[config.mk]
export PLATFORM = sky130hd
export DESIGN_NAME = modinv_fermat_3533
export DESIGN_NICKNAME = d
export VERILOG_FILES = /design/src/rtl/galois_pkg.sv /design/src/rtl/barrett_reduce_w24.sv /design/src/rtl/modinv_fermat_3533.sv
export SDC_FILE = /design/constraint.sdc
export NUM_CORES = 1
export LEC_CHECK = 0
export ABC_AREA = 1
export CAP_MARGIN = 0
export CORE_ASPECT_RATIO = 0.75
export CORE_MARGIN = 10
export CORE_UTILIZATION = 69
export DETAILED_ROUTE_END_ITERATION = 16
export GPL_ROUTABILITY_DRIVEN = 0
export PLACE_DENSITY = 0.87
export REMOVE_ABC_BUFFERS = 1
export SKIP_CTS_REPAIR_TIMING = 1
export SLEW_MARGIN = 5
export SYNTH_ARGS = -nofsm -noshare
export SYNTH_HDL_FRONTEND = slang
export SYNTH_HIERARCHICAL = 1
export SYNTH_SLANG_ARGS = --single-unit
[constraint.sdc]
create_clock -name clk -period 39.8 [get_ports clk]
set_input_delay 7.96 -clock clk [delete_from_list [all_inputs] [get_ports clk]]
set_output_delay 7.96 -clock clk [all_outputs]
set_load 0.05 [all_outputs]
[src/rtl/galois_pkg.sv]
// Shared constants and types for the Fermat modular inverter (Q = 3533).
package galois_pkg;

   localparam int unsigned Q   = 3533;
   localparam int unsigned W   = 12;
   localparam int unsigned MU  = 4748;
   localparam int unsigned EXP = 3531;
   localparam int unsigned PW  = 2 * W;
   localparam int unsigned MW  = 13;
   localparam int unsigned IW  = 4;

   localparam logic [W-1:0] EXP_BITS = W'(EXP);

   typedef enum logic [1:0] {
      IDLE = 2'd0,
      SQR  = 2'd1,
      MUL  = 2'd2,
      DONE = 2'd3
   } state_t;

endpackage

[src/rtl/barrett_reduce_w24.sv]
// Combinational Barrett reduction of a 24-bit product into [0, Q).
module barrett_reduce_w24
   import galois_pkg::*;
(
   input  logic [PW-1:0] x,
   output logic [W-1:0]  r
);

   localparam int unsigned XW = PW + 1;
   localparam int unsigned RW = W + 2;

   logic [W-1:0]  qv;
   logic [XW-1:0] qmu;
   logic [MW-1:0] t;
   logic [XW-1:0] tq;
   logic [XW-1:0] diff;
   logic [RW-1:0] r0;
   logic [RW-1:0] r1;
   logic [RW-1:0] r2;

   // Quotient estimate undershoots by at most two, so two corrective subtracts finish the job.
   always_comb begin
      qv   = x[PW-1:W];
      qmu  = XW'(qv) * XW'(MU);
      t    = qmu[W+MW-1:W];
      tq   = XW'(t) * XW'(Q);
      diff = XW'(x) - tq;
      r0   = diff[RW-1:0];
      r1   = (r0 >= RW'(Q)) ? r0 - RW'(Q) : r0;
      r2   = (r1 >= RW'(Q)) ? r1 - RW'(Q) : r1;
      r    = r2[W-1:0];
   end

endmodule

[src/rtl/modinv_fermat_3533.sv]
// Sequential modular inverse a^(Q-2) mod Q via left-to-right square-and-multiply.
module modinv_fermat_3533
   import galois_pkg::*;
(
   input  logic         clk,
   input  logic         rst_n,
   input  logic         in_valid,
   output logic         in_ready,
   input  logic [W-1:0] in_a,
   output logic         out_valid,
   input  logic         out_ready,
   output logic [W-1:0] out_r,
   output logic         busy
);

   state_t        state, state_n;
   logic [W-1:0]  acc, acc_n;
   logic [W-1:0]  a_reg, a_n;
   logic [IW-1:0] bit_idx, idx_n;
   logic [W-1:0]  out_r_n;
   logic          out_valid_n;
   logic          in_ready_n;
   logic          busy_n;

   logic [W-1:0]  mul_b;
   logic [PW-1:0] prod;
   logic [W-1:0]  red_r;

   // Shared multiplier: SQR squares acc, MUL multiplies by the operand.
   always_comb begin
      mul_b = (state == MUL) ? a_reg : acc;
      prod  = PW'(acc) * PW'(mul_b);
   end

   barrett_reduce_w24 u_red (
      .x (prod),
      .r (red_r)
   );

   // Next-state, datapath and registered-output updates.
   always_comb begin
      state_n     = state;
      acc_n       = acc;
      a_n         = a_reg;
      idx_n       = bit_idx;
      out_r_n     = out_r;
      out_valid_n = out_valid;
      case (state)
         IDLE: begin
            if (in_valid) begin
               a_n     = (in_a >= W'(Q)) ? in_a - W'(Q) : in_a;
               acc_n   = W'(1);
               idx_n   = IW'(W - 1);
               state_n = SQR;
            end
         end
         SQR: begin
            acc_n = red_r;
            if (EXP_BITS[bit_idx]) begin
               state_n = MUL;
            end else if (bit_idx == '0) begin
               state_n     = DONE;
               out_r_n     = red_r;
               out_valid_n = 1'b1;
            end else begin
               idx_n = bit_idx - IW'(1);
            end
         end
         MUL: begin
            acc_n = red_r;
            if (bit_idx == '0) begin
               state_n     = DONE;
               out_r_n     = red_r;
               out_valid_n = 1'b1;
            end else begin
               idx_n   = bit_idx - IW'(1);
               state_n = SQR;
            end
         end
         DONE: begin
            if (out_ready) begin
               state_n     = IDLE;
               out_valid_n = 1'b0;
            end
         end
         default: state_n = IDLE;
      endcase
      in_ready_n = (state_n == IDLE);
      busy_n     = (state_n != IDLE);
   end

   // State and output registers with synchronous active-low reset.
   always_ff @(posedge clk) begin
      if (!rst_n) begin
         state     <= IDLE;
         acc       <= W'(1);
         a_reg     <= '0;
         bit_idx   <= IW'(W - 1);
         out_r     <= '0;
         out_valid <= 1'b0;
         in_ready  <= 1'b1;
         busy      <= 1'b0;
      end else begin
         state     <= state_n;
         acc       <= acc_n;
         a_reg     <= a_n;
         bit_idx   <= idx_n;
         out_r     <= out_r_n;
         out_valid <= out_valid_n;
         in_ready  <= in_ready_n;
         busy      <= busy_n;
      end
   end

endmodule

After elaboration in Yosys (flattened, before gate mapping)
Memories as Yosys holds them, arrays and structs flattened. A register that Yosys moved wholly into a read port is not among the register bits.
Cells that the tools add are included.
- bits in registers: 45
- bits in read-only memories: 16
- input bits: 16
- output and inout port bits: 15
- logic and storage cells: 67
- memories kept: 1
- $add $sub $neg: 5
- multiply operators: 3
- order comparisons: 4
- equality and inequality tests: 6
- muxes and demuxes: 26
- reduce and logical (&&, ||, !) cells: 14
- memories (memory ; depth ; width ; rd ports ; clocked after Yosys merged registers in ; write ports ; RTL line ; source):
    (name not given) ; 16 ; 1 ; 1 ; 1 ; 0 ; modinv_fermat_3533.sv:59 ; if (EXP_BITS[bit_idx]) begin
- operator list (operator ; number):
    2-to-1 mux 12 bit ; 6
    case mux 12 bit (2 select lines) ; 2
    >= comparator 14 x 12 -> 1 bit, second input constant ; 2
    multiplier 12 x 12 -> 24 bit ; 1
    subtractor 12 bit, second input constant ; 2
    multiplier 12 x 11 -> 23 bit, second input constant ; 1
    2-to-1 mux 4 bit ; 5
    multiplier 13 x 12 -> 14 bit, second input constant ; 1
    2-to-1 mux 14 bit ; 1
    subtractor 14 x 12 -> 14 bit, second input constant ; 1
    subtractor 14 bit ; 1
    >= comparator 12 bit, second input constant ; 1
    case mux 4 bit (3 select lines) ; 1
    2-to-1 mux 2 bit ; 5
    case mux 2 bit (4 select lines) ; 1
    inequality test 2 bit, second input constant ; 3
    AND reduction 2 bit ; 3
    AND reduction 3 bit ; 2
    nonzero test 2 bit ; 3
    nonzero test 3 bit ; 2
    less-than comparator 4 x 5 -> 1 bit, second input constant ; 1
    equality test 2 bit, second input constant ; 2
    zero test 2 bit ; 2
    zero test 4 bit ; 1
    other kinds (5) ; 8

Longest topological paths before layout
- word-level depth: 13
- gate-level depth with buffers: 84
- gate-level depth less buffers: 82

By module
The synthesis kept the hierarchy.
- modules (own cells, without submodules) (module ; instances ; cells each ; area each (um^2) ; sequential area each (um^2)):
    modinv_fermat_3533 ; 1 ; 1017 ; 7275.7 ; 920.9
    barrett_reduce_w24 ; 1 ; 850 ; 5978.2 ; 0.0

Worst setup path after synthesis
OpenSTA, ideal clock, no wires.
- path kind: register -> register
- start: register state[0]
- end: register acc[2]
- library setup time: 0.065 ns
- data arrival time: 14.051 ns
- required time: 39.735 ns
- path slack: 25.684 ns
- cell stages (with the launch flop): 74
- path buffers: 3
- clock period less this slack: 14.116 ns
- cell sequence: dfxtp_1 > inv_1 > ha_1 > inv_2 > buf_2 > nor2_1 > nor2_1 > a21oi_2 > inv_2 > nand2_1 > fa_1 > fa_1 > fa_1 > inv_1 > fa_1 > inv_1 > fa_1 > inv_1 > [... 38 more ...] > xor2_1 > nand2_1 > inv_2 > nand4_4 > buf_6 > o21ai_1 > ha_1 > inv_1 > nand2_1 > nand2_1 > nand2_2 > nand3_4 > buf_6 > o21ai_1 > inv_1 > o22ai_1 > inv_1 > nor2_1
- longest elaborated chain between the ends: 11
- elaborated cells on any way between the ends: 19
- those cells by class: 3 x add/sub; 3 x mul; 2 x order compare; 3 x eq/ne; 4 x mux; 4 x reduce/logical
- ends and longest elaborated chain (element ; RTL line ; source):
    start: declaration ; modinv_fermat_3533.sv:16 ; state_t state, state_n;
    start signal: assignment ; modinv_fermat_3533.sv:104 ; state <= state_n;
    equality test 2 bit (*) ; modinv_fermat_3533.sv:31 ; mul_b = (state == MUL) ? a_reg : acc;
    2-to-1 mux 12 bit (*) ; modinv_fermat_3533.sv:31 ;
    multiplier 12 x 12 -> 24 bit (*) ; modinv_fermat_3533.sv:32 ; prod = PW'(acc) * PW'(mul_b);
    via prod[16] ; modinv_fermat_3533.sv:26 ; logic [PW-1:0] prod;
    multiplier 12 x 11 -> 23 bit (*) ; barrett_reduce_w24.sv:24 ; qmu = XW'(qv) * XW'(MU);
    multiplier 13 x 12 -> 14 bit (*) ; barrett_reduce_w24.sv:26 ; tq = XW'(t) * XW'(Q);
    subtractor 14 bit (*) ; barrett_reduce_w24.sv:27 ; diff = XW'(x) - tq;
    subtractor 14 x 12 -> 14 bit or >= comparator 14 x 12 -> 1 bit (tied branches) ; barrett_reduce_w24.sv:29 ; r1 = (r0 >= RW'(Q)) ? r0 - RW'(Q) : r0;
    2-to-1 mux 14 bit (*) ; barrett_reduce_w24.sv:29 ;
    subtractor 12 bit or >= comparator 14 x 12 -> 1 bit (tied branches) ; barrett_reduce_w24.sv:30 ; r2 = (r1 >= RW'(Q)) ? r1 - RW'(Q) : r1;
    2-to-1 mux 12 bit (*) ; barrett_reduce_w24.sv:30 ;
    via red_r[2] ; modinv_fermat_3533.sv:27 ; logic [W-1:0] red_r;
    case mux 12 bit (2 select lines) (*) ; modinv_fermat_3533.sv:48 ; case (state)
    end signal: assignment ; modinv_fermat_3533.sv:105 ; acc <= acc_n;
    end: declaration ; modinv_fermat_3533.sv:17 ; logic [W-1:0] acc, acc_n;
The timed path passes the listed nets; every way through them passes the cells marked *.
A chain may end at the register's enable or synchronous reset.

Final worst setup path
- start: register state[0]
- end: register acc[3]
The elaborated chain is that of the path after synthesis.

==> flow_metrics.py <==
metrics = {
    "synthesis": {
        "synthArstFlopShare_pct": 0,
        "netlist_instances": 1867,
        "synth_ff_type": "dfxtp_1",
        "synthesis.area_um2": 13250,
        "synth.distinct_cells": 51,
        "ys_ff_latch": 46,
        "synth_top_cell_by_area": "fa_1",
        "synth_area_leaders": "fa_1 24%, ha_1 20%, inv_1 12%",
        "yosysWarnings": 6,
        "yosysSeqAreaShare_pct": 6.948,
        "yosysTopAreaCellShare_pct": 23.71,
        "synth_edf_count": 0,
        "synth.avg_cell_area_um2": 7.099,
    },
    "timing": {
        "hold_viol": 0,
        "fmax_mhz": 60.32,
        "skew_ns": 0.006255,
        "rsz0062_at_grt": "no",
        "fin_crit_sh_pct": 41.66,
        "tns_ns": 0,
        "slew_violations": 0,
        "worst_pin_slew_ns": 0.8955,
        "fin_ws_ns": 23.22,
        "worst_slew_margin_rel_pct": 40.09,
        "fin_crit_ns": 16.58,
        "setup_viol": 0,
    },
    "clocking": {
        "tritoncts": "done",
        "worst_skew_pair.late_latency_ns": 0.30,
        "cts.sinks": 46,
        "cts_buffers": 5,
        "cts.path.max_buffers": 2,
        "path_clk_slew_ns": 0.06,
        "htreeDepth": 2,
        "root_buffer": "clkbuf_16",
    },
    "critical_path": {
        "cp-start-kind": "flop",
        "cp.arrival_ns": 16.80,
        "critPathKind": "flop to flop",
        "cp_common_cell": "inv_1",
        "critPathMaxFanout": 18,
        "slowest_stage": "ha_1",
        "end_kind": "flop",
        "r2r-start": "state[0]$_SDFF_PN0_",
        "cp.required_ns": 40.02,
        "r2r_end": "acc[3]$_SDFFE_PN0P_",
        "rrSetupSlack_ns": 23.22,
        "cpPeakStageDelay_ns": 0.69,
        "reg2regPathDepth": 70,
    },
    "hold_path": {
        "min-delay-start": "a_reg[8]$_SDFFE_PN0P_",
        "hold_class": "flop to flop",
        "holdPathStages": 2,
        "holdPathEnd": "a_reg[8]$_SDFFE_PN0P_",
    },
    "routing": {
        "final_antenna_net_count": 0,
        "drc_errors": 0,
        "wl_per_cell_um": 15.51,
        "vias": 12010,
        "drt-total-wl_um": 33010,
        "drtPass1Iterations": 6,
        "vias_per_cell": 5.645,
        "drtIter0Drc": 1135,
    },
    "place": {
        "place_area_um2": 13740,
        "place_ws_ns": 23.53,
        "numPortBuffers": 30,
        "place_hpwl_um": 28530,
        "place_inst": 2120,
    },
    "global_route": {
        "grt_max_degree": 24,
        "grt_usage_pct": 25.92,
        "grt_pass1_vias": 11690,
        "grt_pass1_wl_um": 55640,
        "grt_overflow": 0,
        "antenna_found_initial": 0,
    },
    "finish": {
        "layout-drive-gt1-share_pct": 5.104,
        "final_common_cell": "inv_1",
        "postLayoutCellArea_um2": 13910,
        "fin_cells": 2128,
        "n_antenna_cell": 0,
        "nNetsFinal": 2262,
        "num-fill-cells": 1391,
        "syn_to_final_growth_pct": 4.956,
        "layout_common_cells": "435 x inv_1, 421 x nand2_1, 209 x ha_1, 171 x nor2_1, 157 x fa_1",
    },
    "floorplanning": {
        "dieArea_um2": 25210,
        "start_util_pct": 70.99,
        "ios": 31,
        "die-width_um": 180.0,
        "row_count": 43,
        "coreArea_um2": 18670,
        "fp.dieH_um": 140.0,
    },
    "status": {
        "status": "finished, final reports clean",
    },
    "run": {
        "maxCapViolCount": 0,
    },
}
==> Yosys cell counts (all sizes together) (13+ instances only) <==
cell	count
fa	157
clkbuf	13
ha	209
inv	450
nand2	444
xor2	40
dfxtp	46
xnor2	18
nor2	187
o21ai	61
nand3	77
nand4	31
a21oi	71
==> cell families after synthesis <==
| group | share of synthesized area [%] |
|---|---|
| AO/OA/AOI/OAI | 7.392 |
| XOR/XNOR | 4.003 |
| adder cells (fa/ha/maj) | 43.44 |
| buffers and inverters | 13.78 |
| flip-flops | 6.948 |
| AND/OR/NAND/NOR | 24.43 |
==> per-stage QoR <==
step,hold WS (ns),utilization [%]
after floorplan,0.4457,-
after global placement,0.4607,73.58
after detailed placement,0.4650,73.58
after CTS,0.4733,74.51
after global routing,0.5097,74.51
final,0.4724,74.51
==> worst max-delay path: cells and delay by family, from the launching register on <==
family                   cells  cell delay [ns]
AO/OA/AOI/OAI                7             1.38
XOR/XNOR                     3             1.27
buffers and inverters       18             1.65
flip-flops                   1             0.35
AND/OR/NAND/NOR             22             2.80
adder cells (fa/ha/maj)     20             9.03
==> how the worst max path moves through the flow <==
stage	from	end	slack [ns]
finish	state[0]$_SDFF_PN0_	acc[3]$_SDFFE_PN0P_	23.22
global route	state[0]$_SDFF_PN0_	acc[3]$_SDFFE_PN0P_	22.27
CTS	state[0]$_SDFF_PN0_	acc[3]$_SDFFE_PN0P_	23.47
detailed placement	state[0]$_SDFF_PN0_	acc[1]$_SDFFE_PN0P_	23.53
global placement	state[0]$_SDFF_PN0_	acc[1]$_SDFFE_PN0P_	23.93
floorplan	state[0]$_SDFF_PN0_	acc[1]$_SDFFE_PN0P_	25.50
==> area by class of cell <==
cell class	instances	area [um2]	area share (%)
Clock buffer	5	125.1	0.8994
Timing Repair Buffer	31	307.8	2.213
Inverter	451	1693	12.17
Clock inverter	3	48.80	0.3508
Tap cell	247	309.0	2.222
Multi-Input combinational cell	1345	10510	75.53
Sequential cell	46	920.9	6.620
==> routing by layer <==
layer	share of wire, %	vias to the layer above	wire length (um)	global-route usage, %
met4	1.6	0	522	4.565
met5	0	-	0	0
li1	-	5723	-	-
met3	12	65	4013	8.674
met2	43	574	14250	39.68
met1	43	5651	14230	35.20
Power is not shown: default switching activity piles up to over one toggle a cycle in this logic, so the estimate is an artifact.
